==> config.mk <==
export PLATFORM = sky130hd
export DESIGN_NAME = chan_scan_mux_flat
export DESIGN_NICKNAME = d
export VERILOG_FILES = /design/src/rtl/chan_scan_mux_if.sv /design/src/rtl/chan_scan_mux.sv /design/src/flat_wrapper.sv
export SDC_FILE = /design/constraint.sdc
export NUM_CORES = 1
export LEC_CHECK = 0
export BUFFER_PORTS_ARGS = -buffer_cell sky130_fd_sc_hd__buf_4
export CORE_AREA = 2 2 39 41
export DETAILED_ROUTE_END_ITERATION = 10
export DIE_AREA = 0 0 41 43
export GPL_ROUTABILITY_DRIVEN = 0
export HOLD_SLACK_MARGIN = 0.05
export PLACE_DENSITY_LB_ADDON = 0.05
export SETUP_SLACK_MARGIN = 0.02
export SLEW_MARGIN = 20
export SYNTH_ARGS = -nofsm -noshare
export SYNTH_HDL_FRONTEND = slang
export SYNTH_SLANG_ARGS = --single-unit
==> constraint.sdc <==
create_clock -name clk -period 2.44 [get_ports clk]
set_input_delay 0.488 -clock clk [delete_from_list [all_inputs] [get_ports clk]]
set_output_delay 0.488 -clock clk [all_outputs]
set_load 0.02 [all_outputs]
==> src/rtl/chan_scan_mux_if.sv <==
// Channel bus for chan_scan_mux: packed data/select/scan controls in,
// registered selection and status out.
interface chan_scan_mux_if #(
    parameter int N     = 4,
    parameter int W     = 2,
    parameter int SEL_W = 2
);
    logic [N*W-1:0]   data_in;
    logic [SEL_W-1:0] sel;
    logic             mode;
    logic             hold;
    logic             load;
    logic [W-1:0]     m;
    logic [SEL_W-1:0] ch;
    logic             valid;
    logic             wrap;

    modport master (
        output data_in, sel, mode, hold, load,
        input  m, ch, valid, wrap
    );

    modport slave (
        input  data_in, sel, mode, hold, load,
        output m, ch, valid, wrap
    );
endinterface

==> src/rtl/chan_scan_mux.sv <==
// Registered N-channel W-bit multiplexer with manual select or auto-scan
// rotation (programmable dwell, hold, load) and out-of-range detection.
module chan_scan_mux #(
    parameter int N     = 4,
    parameter int W     = 2,
    parameter int SEL_W = 2,
    parameter int DWELL = 4
) (
    input  logic            clk,
    input  logic            reset,
    chan_scan_mux_if.slave  bus
);
    localparam int DCNT_W = (DWELL > 1) ? $clog2(DWELL) : 1;
    localparam logic [DCNT_W-1:0] DCNT_MAX = DCNT_W'(DWELL - 1);
    localparam logic [SEL_W:0]    N_EXT    = (SEL_W + 1)'(N);
    localparam logic [SEL_W:0]    LAST_EXT = (SEL_W + 1)'(N - 1);

    logic [W-1:0]      m_q;
    logic [SEL_W-1:0]  ch_q;
    logic              valid_q;
    logic              wrap_q;
    logic [DCNT_W-1:0] dcnt;

    logic [SEL_W-1:0]  ch_n;
    logic [DCNT_W-1:0] dcnt_n;
    logic              wrap_n;
    logic [W-1:0]      sel_data;
    logic              sel_ok;
    logic              at_end;
    logic              in_range;

    assign sel_ok   = ({1'b0, bus.sel} < N_EXT);
    // An out-of-range ch left over from manual mode counts as the last channel.
    assign at_end   = ({1'b0, ch_q} >= LAST_EXT);
    assign in_range = ({1'b0, ch_n} < N_EXT);

    always_comb begin
        // NOTE: every combinational output gets a default first so no path
        // leaves it unassigned and a latch is never inferred.
        ch_n   = ch_q;
        dcnt_n = dcnt;
        wrap_n = 1'b0;
        if (!bus.mode) begin
            ch_n   = bus.sel;
            dcnt_n = '0;
        end else if (bus.load) begin
            ch_n   = sel_ok ? bus.sel : '0;
            dcnt_n = '0;
        end else if (bus.hold) begin
            ch_n   = ch_q;
        end else if (dcnt == DCNT_MAX) begin
            dcnt_n = '0;
            if (at_end) begin
                ch_n   = '0;
                wrap_n = 1'b1;
            end else begin
                ch_n   = ch_q + SEL_W'(1);
            end
        end else begin
            dcnt_n = dcnt + DCNT_W'(1);
        end
    end

    // Out-of-range channels match no slice and present zero.
    always_comb begin
        sel_data = '0;
        for (int k = 0; k < N; k++) begin
            if (ch_n == SEL_W'(k)) begin
                sel_data = bus.data_in[k*W +: W];
            end
        end
    end

    // NOTE: sequential state uses non-blocking assignments so every register
    // samples the pre-edge values of the others.
    always_ff @(posedge clk or posedge reset) begin
        if (reset) begin
            m_q     <= '0;
            ch_q    <= '0;
            valid_q <= 1'b0;
            wrap_q  <= 1'b0;
            dcnt    <= '0;
        end else begin
            m_q     <= sel_data;
            ch_q    <= ch_n;
            valid_q <= in_range;
            wrap_q  <= wrap_n;
            dcnt    <= dcnt_n;
        end
    end

    assign bus.m     = m_q;
    assign bus.ch    = ch_q;
    assign bus.valid = valid_q;
    assign bus.wrap  = wrap_q;
endmodule

==> src/flat_wrapper.sv <==
// flat-port wrapper written by rule: the top's interface ports become plain ports
module chan_scan_mux_flat 
#(
    parameter int N     = 4,
    parameter int W     = 2,
    parameter int SEL_W = 2,
    parameter int DWELL = 4
)
  (clk, reset, bus_data_in, bus_sel, bus_mode, bus_hold, bus_load, bus_m, bus_ch, bus_valid, bus_wrap);
  chan_scan_mux_if #(.N(N), .W(W), .SEL_W(SEL_W)) bus_i ();
  input  logic clk;
  input  logic reset;
  input wire logic [$bits(bus_i.data_in)-1:0] bus_data_in;
  input wire logic [$bits(bus_i.sel)-1:0] bus_sel;
  input wire logic [$bits(bus_i.mode)-1:0] bus_mode;
  input wire logic [$bits(bus_i.hold)-1:0] bus_hold;
  input wire logic [$bits(bus_i.load)-1:0] bus_load;
  output wire logic [$bits(bus_i.m)-1:0] bus_m;
  output wire logic [$bits(bus_i.ch)-1:0] bus_ch;
  output wire logic [$bits(bus_i.valid)-1:0] bus_valid;
  output wire logic [$bits(bus_i.wrap)-1:0] bus_wrap;
  assign bus_i.data_in = bus_data_in;
  assign bus_i.sel = bus_sel;
  assign bus_i.mode = bus_mode;
  assign bus_i.hold = bus_hold;
  assign bus_i.load = bus_load;
  assign bus_m = bus_i.m;
  assign bus_ch = bus_i.ch;
  assign bus_valid = bus_i.valid;
  assign bus_wrap = bus_i.wrap;
  chan_scan_mux #(.N(N), .W(W), .SEL_W(SEL_W), .DWELL(DWELL)) u_core (.clk(clk), .reset(reset), .bus(bus_i));
endmodule
---- After elaboration in Yosys (flattened, before gate mapping) ----
Cells that the tools add are included.
operators by class
  $add $sub $neg .......................... 2
  order comparisons ....................... 1
  eq/ne operators ......................... 5
  mux-type cells .......................... 18
  reductions and logical operators ........ 1
operators with widths
  kind                                                       count
  2-to-1 mux 2 bit                                           13
  == test 2 bit (second input constant)                      3
  2-to-1 mux 1 bit                                           5
  adder 2 x 1 -> 2 bit (second input constant)               2
  != test 3 x 2 -> 1 bit (second input constant)             1
  == test 2 x 1 -> 1 bit (second input constant)             1
  greater-or-equal comparator 2 bit (second input constant)  1
  logical NOT 2 bit                                          1
word-level totals
  register bits after elaboration ......... 8
  input port bits ......................... 15
  output and inout bits ................... 6
  logic and storage cells ................. 32

---- Depth between registers and ports, before layout ----
Gate-level depths: netlist of the first run.
  word-level depth ........................ 11
  gate-level depth with buffers ........... 5

---- Worst setup path before layout of the first run ----
Ideal clock, no wire load.
  path kind ............................... register to register
  start point ............................. register u_core.ch_q[0], in the netlist u_core.bus.ch[0]
  end point ............................... register u_core.m_q[0], in the netlist u_core.bus.m[0]
  arrival ................................. 1,702 ps
  required time ........................... 2,314 ps
  setup slack ............................. 612 ps
  cell stages (with the launch flop) ...... 6
  path buffers ............................ 0
  cells stage by stage .................... dfrtp_1 > ha_1 > nor4b_4 > a211oi_4 > o21a_1 > o32a_1
on the way
  longest elaborated chain between the ends .. 11
RTL lines
  item                                                                              RTL line                                  RTL
  from (decl)                                                                       chan_scan_mux.sv:19                       logic [SEL_W-1:0] ch_q;
  from (signal assigned)                                                            chan_scan_mux.sv:85                       ch_q <= ch_n;
  adder 2 x 1 -> 2 bit / greater-or-equal comparator 2 bit (equally long branches)  chan_scan_mux.sv:57, chan_scan_mux.sv:34
  2-to-1 mux 2 bit                                                                  chan_scan_mux.sv:53                       if (at_end) begin
  2-to-1 mux 2 bit                                                                  chan_scan_mux.sv:51                       end else if (dcnt == DCNT_MAX) begin
  2-to-1 mux 2 bit (*)                                                              chan_scan_mux.sv:49                       end else if (bus.hold) begin
  2-to-1 mux 2 bit (*)                                                              chan_scan_mux.sv:46                       end else if (bus.load) begin
  2-to-1 mux 2 bit (*)                                                              chan_scan_mux.sv:43                       if (!bus.mode) begin
  logical NOT 2 bit                                                                 chan_scan_mux.sv:68                       if (ch_n == SEL_W'(k)) begin
  2-to-1 mux 2 bit (3 in a row)                                                     chan_scan_mux.sv:68
  2-to-1 mux 2 bit (*)                                                              chan_scan_mux.sv:68
  net u_core.sel_data[0]                                                            chan_scan_mux.sv:27                       logic [W-1:0] sel_data;
  to (signal assigned)                                                              chan_scan_mux.sv:84                       m_q <= sel_data;
  to (decl)                                                                         chan_scan_mux.sv:18                       logic [W-1:0] m_q;
Mark *: on every way through the listed nets, which the timed path passes. The rest lies on a longest branch.
A chain may end at the register's enable or synchronous reset.

---- Worst setup path after layout of the first run ----
Ends and elaborated chain as after synthesis.

==> flow_summary.yaml, run 1 <==
sta:
  finalSetupViolCount: 0
  max_freq_mhz: 554
  fin_crit_sh_pct: 73.9
  period_needed_ns: 1.80
  finalHoldViolCount: 0
  final_max_slew_viol_count: 0
  finalClockSkew_ns: 0.00383
  fin_setup_tns_ns: 0
  rsz0062_at_grt: "no"
logic_synthesis:
  mappedNetlistArea_sq_um: 473
  synth.most_common_cell: "dfrtp_1"
  synth_area_per_cell_sq_um: 11.0
  ys_ff_latch: 8
  yosys.area.top_type: "dfrtp_1"
  synthArstFlopShare_pct: 100
  synth_ff_type: "dfrtp_1"
  synth_warnings: 0
  synth_area_leaders: "dfrtp_1 42%, o21a_1 6.3%, ha_1 5.3%"
  ys_seq_area_share_pct: 42.3
  yosysTopAreaCellShare_pct: 42.3
  syn_nets: 60
  synth_edf_count: 0
  synthTopCellsByCount: "8 x dfrtp_1, 5 x nor2_1, 4 x o21a_1, 3 x inv_1"
  syn_inst: 43
  synth_cell_types: 21
detailed_routing:
  met3_wirelength_um: 55
  wire_per_inst_um: 11.3
  routed_via_density: 4.78
  vias: 392
  routed_wl_um: 925
  first_pass_iters: 3
  dr_wl_met2_um: 488
  wl_met1_um: 370
  drt_iter0_markers: 1
  antenna_left: 0
  drc: 0
  maxUsedRoutingLayer: "met4"
grt:
  grt_usage_pct: 12.9
  grt_pass1_vias: 348
  grt_pass1_wl_um: 1410
  antenna_found_initial: 0
  gr-total-overflow: 0
  grt_max_degree: 10
floorplan:
  die_w_um: 41
  start_util_pct: 34.2
  die_y_um: 43
  rows: 14
  dieArea_sq_um: 1760
  core_area_sq_um: 1380
  pin_count: 21
clocking:
  cts_tree: "built"
  clockRootBuffer: "clkbuf_4"
  htree_num_levels: 1
  cts_sinks: 8
  cts_buffer_depth: 2
  holdBufCountCts: 0
  clkTransAtPathRegs_ns: 0.05
  post-cts-setup-buffers: 0
  clock_latency_ns: 0.25
  numCtsBuffers: 3
  cts_resized: 0
pwr:
  ir_drop_mv: 0.188
  p_per_area_nw_per_um2: 494
  p_total_uw: 329
  power.leakage_nw: 0.312
place:
  dp_hpwl_um: 774
  dp_cells: 79
  portBuffers: 20
setup_path:
  cpMaxStageDelayCell: "dfrtp_1"
  cp_num_buf_inv: 0
  cp-end-kind: "flop"
  slowest_delay_ns: 0.46
  crit_arrival_ns: 1.93
  path_cells: "ha_1, nor4b_4, a211oi_4, o21a_1, o32a_1"
  path_delay_family: "compound AO/OA/AOI/OAI gates"
  critical_path_class: "flop to flop"
  crit_path_max_fanout: 9
  required_ns: 2.57
  start_kind: "flop"
outcome:
  status: "finished clean"
cells_and_area:
  nets: 85
  insertedDiodeCount: 0
  drive_gt1_share_pct: 42.4
  n_fill_cell: 141
  instances_no_fill: 82
  area_growth_pct: 40.7
min_path:
  min_path_type: "input port to asynchronous set/reset pin"
job:
  cap_violations: 0
[cell families (layout without fill, tap and decap cells)]
| kind of cell | count (synthesis) | after routing | share of synthesized area, % |
|---|---|---|---|
| AND/OR/NAND/NOR | 15 | 15 | 23.8 |
| adder cells (fa/ha/maj) | 2 | 2 | 5.29 |
| buffers and inverters | 3 | 26 | 2.38 |
| flip-flops | 8 | 8 | 42.3 |
| AO/OA/AOI/OAI | 13 | 13 | 23.3 |
| multiplexers | 1 | 1 | 2.12 |
| other | 1 | 1 | 0.793 |
[registers in the layout (all words and copies together), names as in the netlist]
| signal | cells |
|---|---|
| u_core.bus.m | 2 |
| u_core.bus.valid | 1 |
| u_core.bus.wrap | 1 |
| u_core.bus.ch | 2 |
| u_core.dcnt | 2 |
[layer usage]
metal	up-vias	global-route usage, %
met2	12	17.8
met4	0	10.0
met3	2	6.28
li1	203	-
met1	175	14.4
met5	-	0
[cells in the final DEF (no fill, tap or decap)]
cell,synthesis,routed
nor4b_4,1,1
ha_1,2,2
mux2i_1,1,1
o32a_1,2,2
nor2b_1,1,1
dfrtp_1,8,8
buf_4,0,20
conb_1,1,1
a21oi_1,1,1
or2_4,1,1
nand2b_4,1,1
o21ai_0,2,2
nor3_1,2,2
or2b_1,1,1
and3b_1,1,1
o21a_1,4,4
inv_1,3,3
o22ai_1,2,2
nor3b_1,2,2
clkbuf_4,0,3
a211oi_4,1,1
nor2_1,5,5
a211oi_2,1,1
[final timing paths]
check	startpoint	to	slack, ns	cells past startpoint
max	u_core.bus.ch[0]	u_core.bus.m[0]	0.64	5
min	reset	u_core.dcnt[1]	0.18	2
max reg2reg	u_core.bus.ch[0]	u_core.bus.m[0]	0.64	5
min reg2reg	u_core.dcnt[1]	u_core.dcnt[1]	0.55	2
max in group asynchronous	reset	u_core.bus.wrap	2.03	2
min in group clk	u_core.dcnt[1]	u_core.dcnt[1]	0.55	2
[layout make-up]
class / instances / area, sq um / area share (%)
inverters: 3 / 11.3 / 1.69
well taps: 16 / 20.0 / 3.01
clock buffers: 3 / 22.5 / 3.38
flip-flops and latches: 8 / 200 / 30.1
multi-input cells: 32 / 262 / 39.3
repair buffers: 20 / 150 / 22.6
[power by group]
| group | switching (mW) | internal [mW] |
|---|---|---|
| Combinational | 0.0386 | 0.0438 |
| Clock | 0.0416 | 0.0561 |
| Sequential | 0.00668 | 0.142 |
| Total | 0.0868 | 0.242 |
[per-stage QoR]
step                instance area [sq um]  utilization (%)  setup WS, ns  hold slack [ns]
global route                          666             48.1         0.557            0.185
CTS                                   666             48.1         0.621            0.184
floorplan                             473                -         0.612            0.304
detailed placement                    643             46.5         0.634            0.459
global placement                      643             46.5         0.607            0.462
finish                                666             48.1         0.636            0.183
No activity file was read; power rests on OpenSTA's default activity.
==> run 2, diff against run 1 <==
==> constraint.sdc (replaced) <==
create_clock -name clk -period 1.5 [get_ports clk]
set_input_delay 0.3 -clock clk [delete_from_list [all_inputs] [get_ports clk]]
set_output_delay 0.3 -clock clk [all_outputs]
set_load 0.02 [all_outputs]
==> flow_summary.yaml, run 2 (synthesis results as in run 1) <==
sta:
  fin_crit_sh_pct: 109
  finalClockSkew_ns: 0.00740
  max_freq_mhz: 612
  fin_setup_tns_ns: -0.265
  finalSetupViolCount: 2
  finalHoldViolCount: 0
  period_needed_ns: 1.63
  final_max_slew_viol_count: 0
  fin_ws_ns: -0.134
  rsz0062_at_grt: "yes"
floorplan:
  start_util_pct: 34.2
  pin_count: 21
  dieArea_sq_um: 1760
  core_area_sq_um: 1380
  die_w_um: 41
  die_y_um: 43
  rows: 14
cells_and_area:
  n_fill_cell: 140
  area_growth_pct: 54.5
  fin_area_sq_um: 731
  utilization_pct: 52.8
  final_common_cell: "buf_4"
  final-seq-area_sq_um: 203
  multi_input_area_sq_um: 277
  drive_gt1_share_pct: 51.4
  instances_no_fill: 88
  nets: 91
  mostFrequentLayoutCells: "25 x buf_4, 6 x dfrtp_1, 5 x nor2_1, 4 x o21a_1"
  insertedDiodeCount: 0
grt:
  grtUsageMet1_pct: 15.6
  grt_pass1_wl_um: 1600
  grt_usage_pct: 13.9
  use_met3_pct: 6.28
  grt.met2_usage_pct: 21.6
  grt-busiest-layer: "met2"
  grt_pass1_vias: 388
  grt_max_degree: 10
  antenna_found_initial: 0
  gr-total-overflow: 0
detailed_routing:
  antenna_left: 0
  routed_via_density: 4.95
  first_pass_iters: 4
  routed_wl_um: 979
  drt_iter0_markers: 6
  vias: 436
  wire_per_inst_um: 11.1
  drc: 0
setup_path:
  start_kind: "flop"
  r2r_end: "u_core.bus.m[1]"
  r2r_start: "u_core.bus.ch[0]"
  rrSetupSlack_ns: -0.13
  r2r_cells: 5
  crit_arrival_ns: 1.76
  cp-end-kind: "flop"
  critical_path_class: "flop to flop"
  required_ns: 1.63
  crit_path_max_fanout: 9
place:
  dp_hpwl_um: 837
  dp_cells: 84
  portBuffers: 20
  dpl-instance-area_sq_um: 696
job:
  cap_violations: 0
clocking:
  htree_num_levels: 1
  clkTransAtPathRegs_ns: 0.06
  numCtsBuffers: 3
  cts_tree: "built"
  cts_buffer_depth: 2
  clock_latency_ns: 0.25
  clockRootBuffer: "clkbuf_4"
  cts_sinks: 8
min_path:
  hold-path-cell-count: 3
  hold_end: "u_core.bus.ch[0]"
  min_path_type: "input port to flop"
  hold_start: "bus_sel[0]"
pwr:
  ir_drop_mv: 0.491
  p_per_area_nw_per_um2: 767
  power.leakage_nw: 0.336
  p_total_uw: 560
outcome:
  status: "finished with violations"
  violations: "negative setup slack"
## run 2: changes by cell type in the layout (fill, tap and decap cells not counted)
| cell | previous run | this run |
|---|---|---|
| dlygate4sd3_1 | 0 | 1 |
| ha_2 | 0 | 1 |
| ha_1 | 2 | 0 |
| ha_4 | 0 | 1 |
| dfrtp_1 | 8 | 6 |
| buf_4 | 20 | 25 |
| dfrtp_2 | 0 | 2 |
## run 2: cell type report
class                           instances  area share (%)
Inverter                                3            1.54
Tap cell                               16            2.74
Clock buffer                            3            3.08
Timing Repair Buffer                   26            27.1
Sequential cell                         8            27.7
Multi-Input combinational cell         32            37.8
## run 2: repair_timing
action,4_1_cts,5_1_grt
endpoints found under the hold margin,8,0
gates resized for setup,1,0
pin swaps,0,1
gates cloned,0,0
setup endpoints to repair,2,2
hold buffers,1,0
setup buffers,0,0
## run 2: report_power, final
group / switching [mW] / internal, mW
Combinational: 0.0726 / 0.0878
Sequential: 0.00734 / 0.232
Clock: 0.0693 / 0.0913
Total: 0.149 / 0.411
## run 2: metal layers
metal	vias to the layer above	routed length, um	part of all wire [%]
li1	214	-	-
met1	205	374	38
met2	15	537	55
met3	2	52	5.3
met4	0	14	1.4
met5	-	0	0
## run 2: through the flow
step / setup WS (ns) / hold slack, ns
floorplan: -0.181 / 0.116
finish: -0.134 / 0.371
CTS: -0.144 / 0.367
detailed placement: -0.161 / 0.267
global route: -0.220 / 0.404
global placement: -0.123 / 0.273
## run 2: worst max path at each step
stage	from	end	slack [ns]	cells after the start
CTS	u_core.bus.ch[0]	u_core.bus.m[0]	-0.14	5
global placement	u_core.bus.ch[1]	u_core.bus.m[1]	-0.12	5
detailed placement	u_core.dcnt[0]	u_core.bus.m[1]	-0.16	5
finish	u_core.bus.ch[0]	u_core.bus.m[1]	-0.13	5
floorplan	u_core.bus.ch[0]	u_core.bus.m[0]	-0.18	5
global route	u_core.dcnt[0]	u_core.bus.m[1]	-0.22	5
## run 2: critical path, cell delays in order (launching register included)
cell and delay [ns]:
dfrtp_2 0.42, ha_4 0.17, nor4b_4 0.31, a211oi_4 0.10, o21a_1 0.18, o32a_1 0.32
